`config.mk`:
```
export PLATFORM = sky130hd
export DESIGN_NAME = ptp_queue_reader
export DESIGN_NICKNAME = d
export VERILOG_FILES = /design/src/rtl/ptp_pkg.sv /design/src/rtl/ptp_queue_reader.sv
export SDC_FILE = /design/constraint.sdc
export NUM_CORES = 1
export LEC_CHECK = 0
export ABC_AREA = 1
export CAP_MARGIN = 20
export CORE_MARGIN = 5
export CORE_UTILIZATION = 45
export CTS_CLUSTER_DIAMETER = 100
export DETAILED_ROUTE_END_ITERATION = 10
export PLACE_DENSITY = 0.72
export SYNTH_ARGS = -nofsm -noshare
export SYNTH_HDL_FRONTEND = slang
export SYNTH_SLANG_ARGS = --single-unit
```
`constraint.sdc`:
```
create_clock -name rdclk -period 3.53 [get_ports rdclk]
set_input_delay 0.353 -clock rdclk [delete_from_list [all_inputs] [get_ports rdclk]]
set_output_delay 0.353 -clock rdclk [all_outputs]
set_load 0.05 [all_outputs]
```
`src/rtl/ptp_pkg.sv`:
```
// Shared definitions for the PTP timestamp queue: entry/beat widths, queue
// fill-level width and the read-side drain engine state encoding.
package ptp_pkg;

    localparam int PTP_ENTRY_W       = 128;
    localparam int PTP_BEAT_W        = 32;
    localparam int PTP_QUEUE_USEDW_W = 4;

    typedef enum logic [1:0] {
        IDLE  = 2'd0,
        WAIT  = 2'd1,
        SEND  = 2'd2,
        FLUSH = 2'd3
    } ptp_rd_state_e;

endpackage

```
`src/rtl/ptp_queue_reader.sv`:
```
// Read-side drain engine for the PTP timestamp FIFO: pops one entry, waits out the
// FIFO read latency and serializes the entry MSW-first onto a valid/ready stream.
module ptp_queue_reader
    import ptp_pkg::*;
#(
    parameter int DATA_W     = PTP_ENTRY_W,
    parameter int OUT_W      = PTP_BEAT_W,
    parameter int USEDW_W    = PTP_QUEUE_USEDW_W,
    parameter int RD_LATENCY = 1
) (
    input  logic               rdclk,
    input  logic               sclr,
    input  logic [DATA_W-1:0]  fifo_q,
    input  logic               fifo_rdempty,
    input  logic [USEDW_W-1:0] fifo_rdusedw,
    output logic               fifo_rdreq,
    input  logic               flush,
    output logic [OUT_W-1:0]   m_data,
    output logic               m_valid,
    input  logic               m_ready,
    output logic               m_first,
    output logic               m_last,
    output logic [USEDW_W:0]   pending,
    output logic               busy
);

    localparam int BEATS  = DATA_W / OUT_W;
    localparam int BEAT_W = (BEATS > 1) ? $clog2(BEATS) : 1;
    localparam int LAT_W  = $clog2(RD_LATENCY + 1);

    localparam logic [BEAT_W-1:0]  LAST_BEAT = BEAT_W'(BEATS - 1);
    localparam logic [BEAT_W-1:0]  BEAT_ONE  = BEAT_W'(1);
    localparam logic [LAT_W-1:0]   LAT_LAST  = LAT_W'(RD_LATENCY - 1);
    localparam logic [LAT_W-1:0]   LAT_ONE   = LAT_W'(1);
    localparam logic [USEDW_W:0]   PEND_MAX  = {1'b1, {USEDW_W{1'b0}}};
    localparam logic [USEDW_W:0]   PEND_ONE  = {{USEDW_W{1'b0}}, 1'b1};
    localparam logic [USEDW_W:0]   PEND_ZERO = {(USEDW_W+1){1'b0}};

    ptp_rd_state_e     state_q, state_d;
    logic [DATA_W-1:0] shift_q, shift_d;
    logic [BEAT_W-1:0] beat_q, beat_d;
    logic [LAT_W-1:0]  lat_q, lat_d;
    logic [USEDW_W:0]  pending_q, pending_d;
    logic [USEDW_W:0]  pend_sum_s;
    logic              rdreq_s;

    // In WAIT lat_q counts up to the data-valid cycle; in FLUSH it counts down the
    // cycles until the most recent discarded read has landed.
    always_comb begin
        state_d = state_q;
        shift_d = shift_q;
        beat_d  = beat_q;
        lat_d   = lat_q;
        rdreq_s = 1'b0;
        case (state_q)
            IDLE: begin
                if (flush) begin
                    state_d = FLUSH;
                    lat_d   = '0;
                end else if (!fifo_rdempty) begin
                    rdreq_s = 1'b1;
                    state_d = WAIT;
                    lat_d   = '0;
                end else begin
                    state_d = IDLE;
                end
            end
            WAIT: begin
                if (lat_q == LAT_LAST) begin
                    shift_d = fifo_q;
                    beat_d  = '0;
                    lat_d   = '0;
                    state_d = flush ? FLUSH : SEND;
                end else begin
                    lat_d = lat_q + LAT_ONE;
                end
            end
            SEND: begin
                if (flush) begin
                    state_d = FLUSH;
                    shift_d = '0;
                    beat_d  = '0;
                    lat_d   = '0;
                end else if (m_ready) begin
                    shift_d = shift_q << OUT_W;
                    if (beat_q == LAST_BEAT) begin
                        beat_d = '0;
                        if (!fifo_rdempty) begin
                            rdreq_s = 1'b1;
                            state_d = WAIT;
                            lat_d   = '0;
                        end else begin
                            state_d = IDLE;
                        end
                    end else begin
                        beat_d = beat_q + BEAT_ONE;
                    end
                end else begin
                    state_d = SEND;
                end
            end
            FLUSH: begin
                if (!fifo_rdempty) begin
                    rdreq_s = 1'b1;
                    lat_d   = LAT_LAST;
                end else if (lat_q != '0) begin
                    lat_d = lat_q - LAT_ONE;
                end else begin
                    lat_d = '0;
                end
                if (!flush && fifo_rdempty && (lat_q == '0)) begin
                    state_d = IDLE;
                end else begin
                    state_d = FLUSH;
                end
            end
            default: begin
                state_d = IDLE;
            end
        endcase
    end

    // Fill level seen by software: queued entries plus the one held in WAIT/SEND.
    always_comb begin
        pend_sum_s = {1'b0, fifo_rdusedw} +
                     (((state_q == WAIT) || (state_q == SEND)) ? PEND_ONE : PEND_ZERO);
        if (pend_sum_s > PEND_MAX) begin
            pending_d = PEND_MAX;
        end else begin
            pending_d = pend_sum_s;
        end
    end

    // State, shift register, counters and fill level.
    always_ff @(posedge rdclk) begin
        if (sclr) begin
            state_q   <= IDLE;
            shift_q   <= '0;
            beat_q    <= '0;
            lat_q     <= '0;
            pending_q <= '0;
        end else begin
            state_q   <= state_d;
            shift_q   <= shift_d;
            beat_q    <= beat_d;
            lat_q     <= lat_d;
            pending_q <= pending_d;
        end
    end

    assign fifo_rdreq = rdreq_s && !sclr && !fifo_rdempty;
    assign m_valid    = (state_q == SEND);
    assign m_data     = shift_q[DATA_W-1 -: OUT_W];
    assign m_first    = m_valid && (beat_q == '0);
    assign m_last     = m_valid && (beat_q == LAST_BEAT);
    assign busy       = (state_q != IDLE);
    assign pending    = pending_q;

endmodule

```
Yosys cells after proc, flatten, opt, wreduce, memory -nomap -nowiden
Cells that the tools add are included.
{"block": "word_totals", "regBits": 138, "elab_cells": 73, "output_inout_bits": 42}
{"block": "op_classes", "add_sub_neg": 4, "reduce_logical": 18, "bitwise_logic": 1, "n_mux": 35, "order_cmp": 1, "eq_ne": 8}
{"cell": "2-to-1 mux 128 bit", "count": 3}
{"cell": "one-hot mux 128 bit (2 select lines)", "count": 1}
{"cell": "2-to-1 mux 2 bit", "count": 10}
{"cell": "2-to-1 mux 1 bit", "count": 16}
{"cell": "one-hot mux 2 bit (4 select lines)", "count": 1}
{"cell": "== test 2 bit (second input constant)", "count": 3}
{"cell": "logical AND 1 bit", "count": 6}
{"cell": "!= test 3 x 2 -> 1 bit (second input constant)", "count": 2}
{"cell": "adder 4 x 1 -> 5 bit", "count": 1}
{"cell": "> comparator 5 bit (second input constant)", "count": 1}
{"cell": "2-to-1 mux 5 bit", "count": 1}
{"cell": "logical NOT 2 bit", "count": 2}
{"cell": "!= test 4 x 3 -> 1 bit (second input constant)", "count": 1}
{"cell": "one-hot mux 1 bit (4 select lines)", "count": 1}
{"cell": "one-hot mux 2 bit (2 select lines)", "count": 1}
{"cell": "AND reduction 2 bit", "count": 2}
{"cell": "nonzero test 2 bit", "count": 2}
{"cell": "logical NOT 1 bit", "count": 3}
{"cell": "one-hot mux 1 bit (3 select lines)", "count": 1}
{"cell": "AND reduction 3 bit", "count": 1}
{"cell": "adder 2 x 1 -> 2 bit (second input constant)", "count": 1}
{"cell": "== test 2 x 1 -> 1 bit (second input constant)", "count": 1}
{"cell": "!= test 2 bit (second input constant)", "count": 1}
{"cell": "OR reduction 2 bit", "count": 1}
{"cell": "4 further kinds", "count": 4}

Longest topological paths before layout
{"block": "depth", "word_depth": 7, "ltp_mapped": 12, "depth_no_buf": 9}

Least setup slack after synthesis
Ideal clock, no wire load.
{"block": "synth_timing", "path_type": "register to output", "start": "register state_q[0]", "end": "output fifo_rdreq", "path_slack_ns": 0.639, "arrival_ns": 2.538, "n_path_buf": 2, "path_stages_with_launch": 9, "path_cell_list": "dfxtp_1 inv_1 ha_1 inv_2 nor2_8 buf_2 buf_2 nand4_1 a31oi_1"}
{"block": "synth_between", "elab_chain_cells": 4, "word_cells_on_any_way": 6, "cone_classes": "eq/ne: 2; mux: 1; reduce/logical: 3"}
{"item": "start, declared", "line": "ptp_queue_reader.sv:39", "source": "ptp_rd_state_e state_q, state_d;"}
{"item": "start signal, assigned", "line": "ptp_queue_reader.sv:143", "source": "state_q <= state_d;"}
{"item": "== test 2 bit"}
{"item": "via m_valid", "line": "ptp_queue_reader.sv:19", "source": "output logic m_valid,"}
{"item": "one-hot mux 1 bit (3 select lines)", "line": "ptp_queue_reader.sv:55", "source": "case (state_q)"}
{"item": "logical AND 1 bit (2 in a row)", "line": "ptp_queue_reader.sv:151", "source": "assign fifo_rdreq = rdreq_s && !sclr && !fifo_rdempty;"}
{"item": "end, declared", "line": "ptp_queue_reader.sv:16", "source": "output logic fifo_rdreq,"}
The timed path passes the listed nets, and every way through them passes these cells.

Worst setup path in the final report
{"block": "layout_timing", "start": "register state_q[0]", "end": "output m_first"}
{"block": "layout_between", "elab_chain_cells": 2}
{"item": "== test 2 bit", "line": "ptp_queue_reader.sv:152", "source": "assign m_valid = (state_q == SEND);"}
{"item": "logical AND 1 bit", "line": "ptp_queue_reader.sv:154", "source": "assign m_first = m_valid && (beat_q == '0);"}
{"item": "end, declared", "line": "ptp_queue_reader.sv:21", "source": "output logic m_first,"}
No other way between the ends.

==> flow_summary.yaml <==
routing:
  ant_nets: 0
  wl_per_cell_um: 13.0
  initialDrtViolationCount: 492
  viasPerCell: 4.73
  dr.pass1.iters: 5
  wl_um: 16800
  drc_errors: 0
  via_count: 6106
setup_path:
  end_kind: "primary output"
  cp_slowest_cell: "clkdlybuf4s50_1"
  path_buf_inv: 3
  worstPathMaxFanout: 7
  path_class: "reg -> out"
  r2r-end: "shift_q[69]$_SDFFE_PP0P_"
  critPathMaxStageDelay_ns: 0.79
  worstPathArrival_ns: 2.17
  r2r_slack_ns: 1.01
  ff2ff_path_depth: 9
  crit_chain: "inv_1, ha_1, nand2_1, inv_1, clkdlybuf4s50_1"
  startpoint_type: "flop"
  timing.rr.start: "state_q[0]$_SDFFE_PP0P_"
  startpoint: "state_q[0]$_SDFFE_PP0P_"
  crit_family: "buffers and inverters"
  cp_data_required_time_ns: 3.18
  crit_top_cell: "inv_1"
sta:
  hold_viol: 0
  setup_viol: 0
  period_needed_ns: 2.52
  slew_violations: 0
  fmax_mhz: 396
  max-slew-margin-rel: 0.336
  rsz0062_at_grt: "false"
  period_share: 0.715
  worstMarginPinSlew_ns: 0.996
  fin_setup_tns_ns: 0
  fin_skew_ns: 0.00613
global_route:
  antenna_found_initial: 0
  grt_max_degree: 132
  track_usage: 0.199
  grt_pass1_vias: 5565
  grt_pass1_wl_um: 27100
  grt_use_met2: 0.297
  grt.overflow.total: 0
  use_met1: 0.281
  busiest_layer: "met2"
  grtUsageMet3: 0.0544
logic_synthesis:
  yosys_warnings: 0
  netlist_instances: 994
  synth_seq_cells: 138
  synth.distinct_cells: 22
  synth.most_common_cell: "nand2_1"
  synth.top_cell.area_share: 0.426
  synthTopCellsByArea: "dfxtp_1 (43%), nand2_1 (20%), nor2_1 (11%)"
  syn_area_per_cell_um2: 6.52
  synth_common_cells: "nand2_1 (340), nor2_1 (198), dfxtp_1 (138), o21ai_0 (102)"
  mappedNetlistArea_mm2: 0.00648
  yosysTopAreaCell: "dfxtp_1"
  syn_nets: 1139
  ys_async_sr_fraction: 0
  seq_area_frac_synth: 0.426
  synth_enable_flop_cells: 0
  synth_flop_cell: "dfxtp_1"
cells_and_area:
  fill_cells: 1306
  antenna_cells: 0
  final_nets: 1245
  drive_gt1_frac: 0.0396
  synthToLayoutAreaGrowth_pct: 34.2
floorplan:
  die_w_um: 130
  rows: 43
  dieArea_mm2: 0.0169
  ioPinCount: 179
  fp.coreArea_mm2: 0.0140
  die_y_um: 130
  start_util: 0.463
pwr:
  p_int_mw: 4.77
  ir_drop_mv: 0.628
  pwr-share-comb: 0.442
  power.density_mw_per_mm2: 937
  finalPower_mw: 8.15
  power_switching_mw: 3.38
  power.leakage_nw: 3.86
  switching_share: 0.414
  pwr-share-clk: 0.236
  p_seq_frac: 0.322
clock_network:
  htreeDepth: 4
  insertion_delay_ns: 0.41
  cts_root_buf: "clkbuf_16"
  cts_tree: "done"
  cts.path.max_buffers: 2
  cts_buffers: 17
  post_cts_buffers: 0
  clk_pin_slew_worst_paths_ns: 0.05
  clkSinkCount: 138
  hold_buffers: 0
  cts_resized: 0
hold_path:
  hold_path_depth: 2
  min_to: "shift_q[95]$_SDFFE_PP0P_"
  hp-start: "shift_q[95]$_SDFFE_PP0P_"
  holdCritPathClass: "reg -> reg"
flow_run:
  maxCapViolCount: 0
placed_design:
  place_congestion: 0.795
  portBuffers: 178
  hpwl_um: 11100
outcome:
  status: "complete, no violations"
-- logic make-up (layout without fill, tap and decap cells) --
group,count (synthesis),after routing,share of synthesized area
compound gates,143,143,0.111
xor+xnor,2,2,0.00270
fa+ha+maj,8,8,0.0155
buf+inv,122,240,0.0968
flops,138,138,0.426
simple gates,581,581,0.348
-- flip-flops by register name (all words and copies together) (netlist names) --
| register | flops |
|---|---|
| shift_q | 128 |
| lat_q | 1 |
| state_q | 2 |
| beat_q | 2 |
| pending | 5 |
-- cells in the final DEF, fill, tap and decap left out, drive strengths merged --
| cell | Yosys | routed |
|---|---|---|
| nand2 | 341 | 341 |
| nor2 | 199 | 199 |
| clkdlybuf4s50 | 0 | 177 |
| dfxtp | 138 | 138 |
| o21ai | 102 | 102 |
| nand3 | 39 | 39 |
| a21oi | 39 | 39 |
| clkbuf | 42 | 24 |
| inv | 23 | 23 |
| buf | 57 | 9 |
| ha | 8 | 8 |
| bufinv | 0 | 4 |
| clkinv | 0 | 3 |
| xor2 | 2 | 2 |
| nand4 | 1 | 1 |
| a31oi | 1 | 1 |
| nor3 | 1 | 1 |
| o211ai | 1 | 1 |
-- layout make-up --
| type | count | area, µm² | share of cell area |
|---|---|---|---|
| Multi-Input combinational cell | 734 | 3090 | 0.356 |
| Inverter | 23 | 91.3 | 0.0105 |
| Tap cell | 180 | 225 | 0.0259 |
| Clock buffer | 24 | 512 | 0.0588 |
| Clock inverter | 7 | 135 | 0.0155 |
| Timing Repair Buffer | 186 | 1880 | 0.216 |
| Sequential cell | 138 | 2760 | 0.318 |
-- power by group through the flow --
stage / registers [mW] / clock network (mW) / logic (mW)
finish: 2.62 / 1.92 / 3.60
global placement: 2.64 / 0 / 3.58
global route: 2.71 / 2.03 / 4.03
CTS: 2.62 / 1.95 / 3.63
detailed placement: 2.65 / 0 / 3.63
floorplan: 2.58 / 0 / 2.94
-- layer usage --
| metal | vias to the layer above | routed length [µm] |
|---|---|---|
| met5 | - | 0 |
| met4 | 0 | 211 |
| met3 | 13 | 994 |
| met2 | 157 | 7300 |
| met1 | 2646 | 8300 |
| li1 | 3290 | - |
-- worst min-delay path, stage by stage, from the launching register on --
cell	delay, ns
dfxtp_1	0.29
inv_1	0.06
a21oi_1	0.06
-- worst max-delay path by stage --
stage                                           to  cells after the start
final                                      m_first                      5
after global routing      shift_q[69]$_SDFFE_PP0P_                      9
after CTS                                  m_first                      5
after detailed placement  shift_q[69]$_SDFFE_PP0P_                      9
after global placement    shift_q[27]$_SDFFE_PP0P_                     10
after floorplan                         fifo_rdreq                      8
-- stage by stage --
stage,utilization,area (µm²),setup WS (ns),instances,hold slack (ns)
6_report,0.622,8700,1.01,1292,0.455
5_1_grt,0.622,8700,0.765,1292,0.478
4_1_cts,0.622,8700,0.983,1292,0.453
3_5_place_dp,0.575,8050,1.08,1261,0.445
3_3_place_gp,0.575,8050,1.20,1261,0.436
2_1_floorplan,-,6480,0.639,994,0.425
Power figures use the tool's default switching activity.
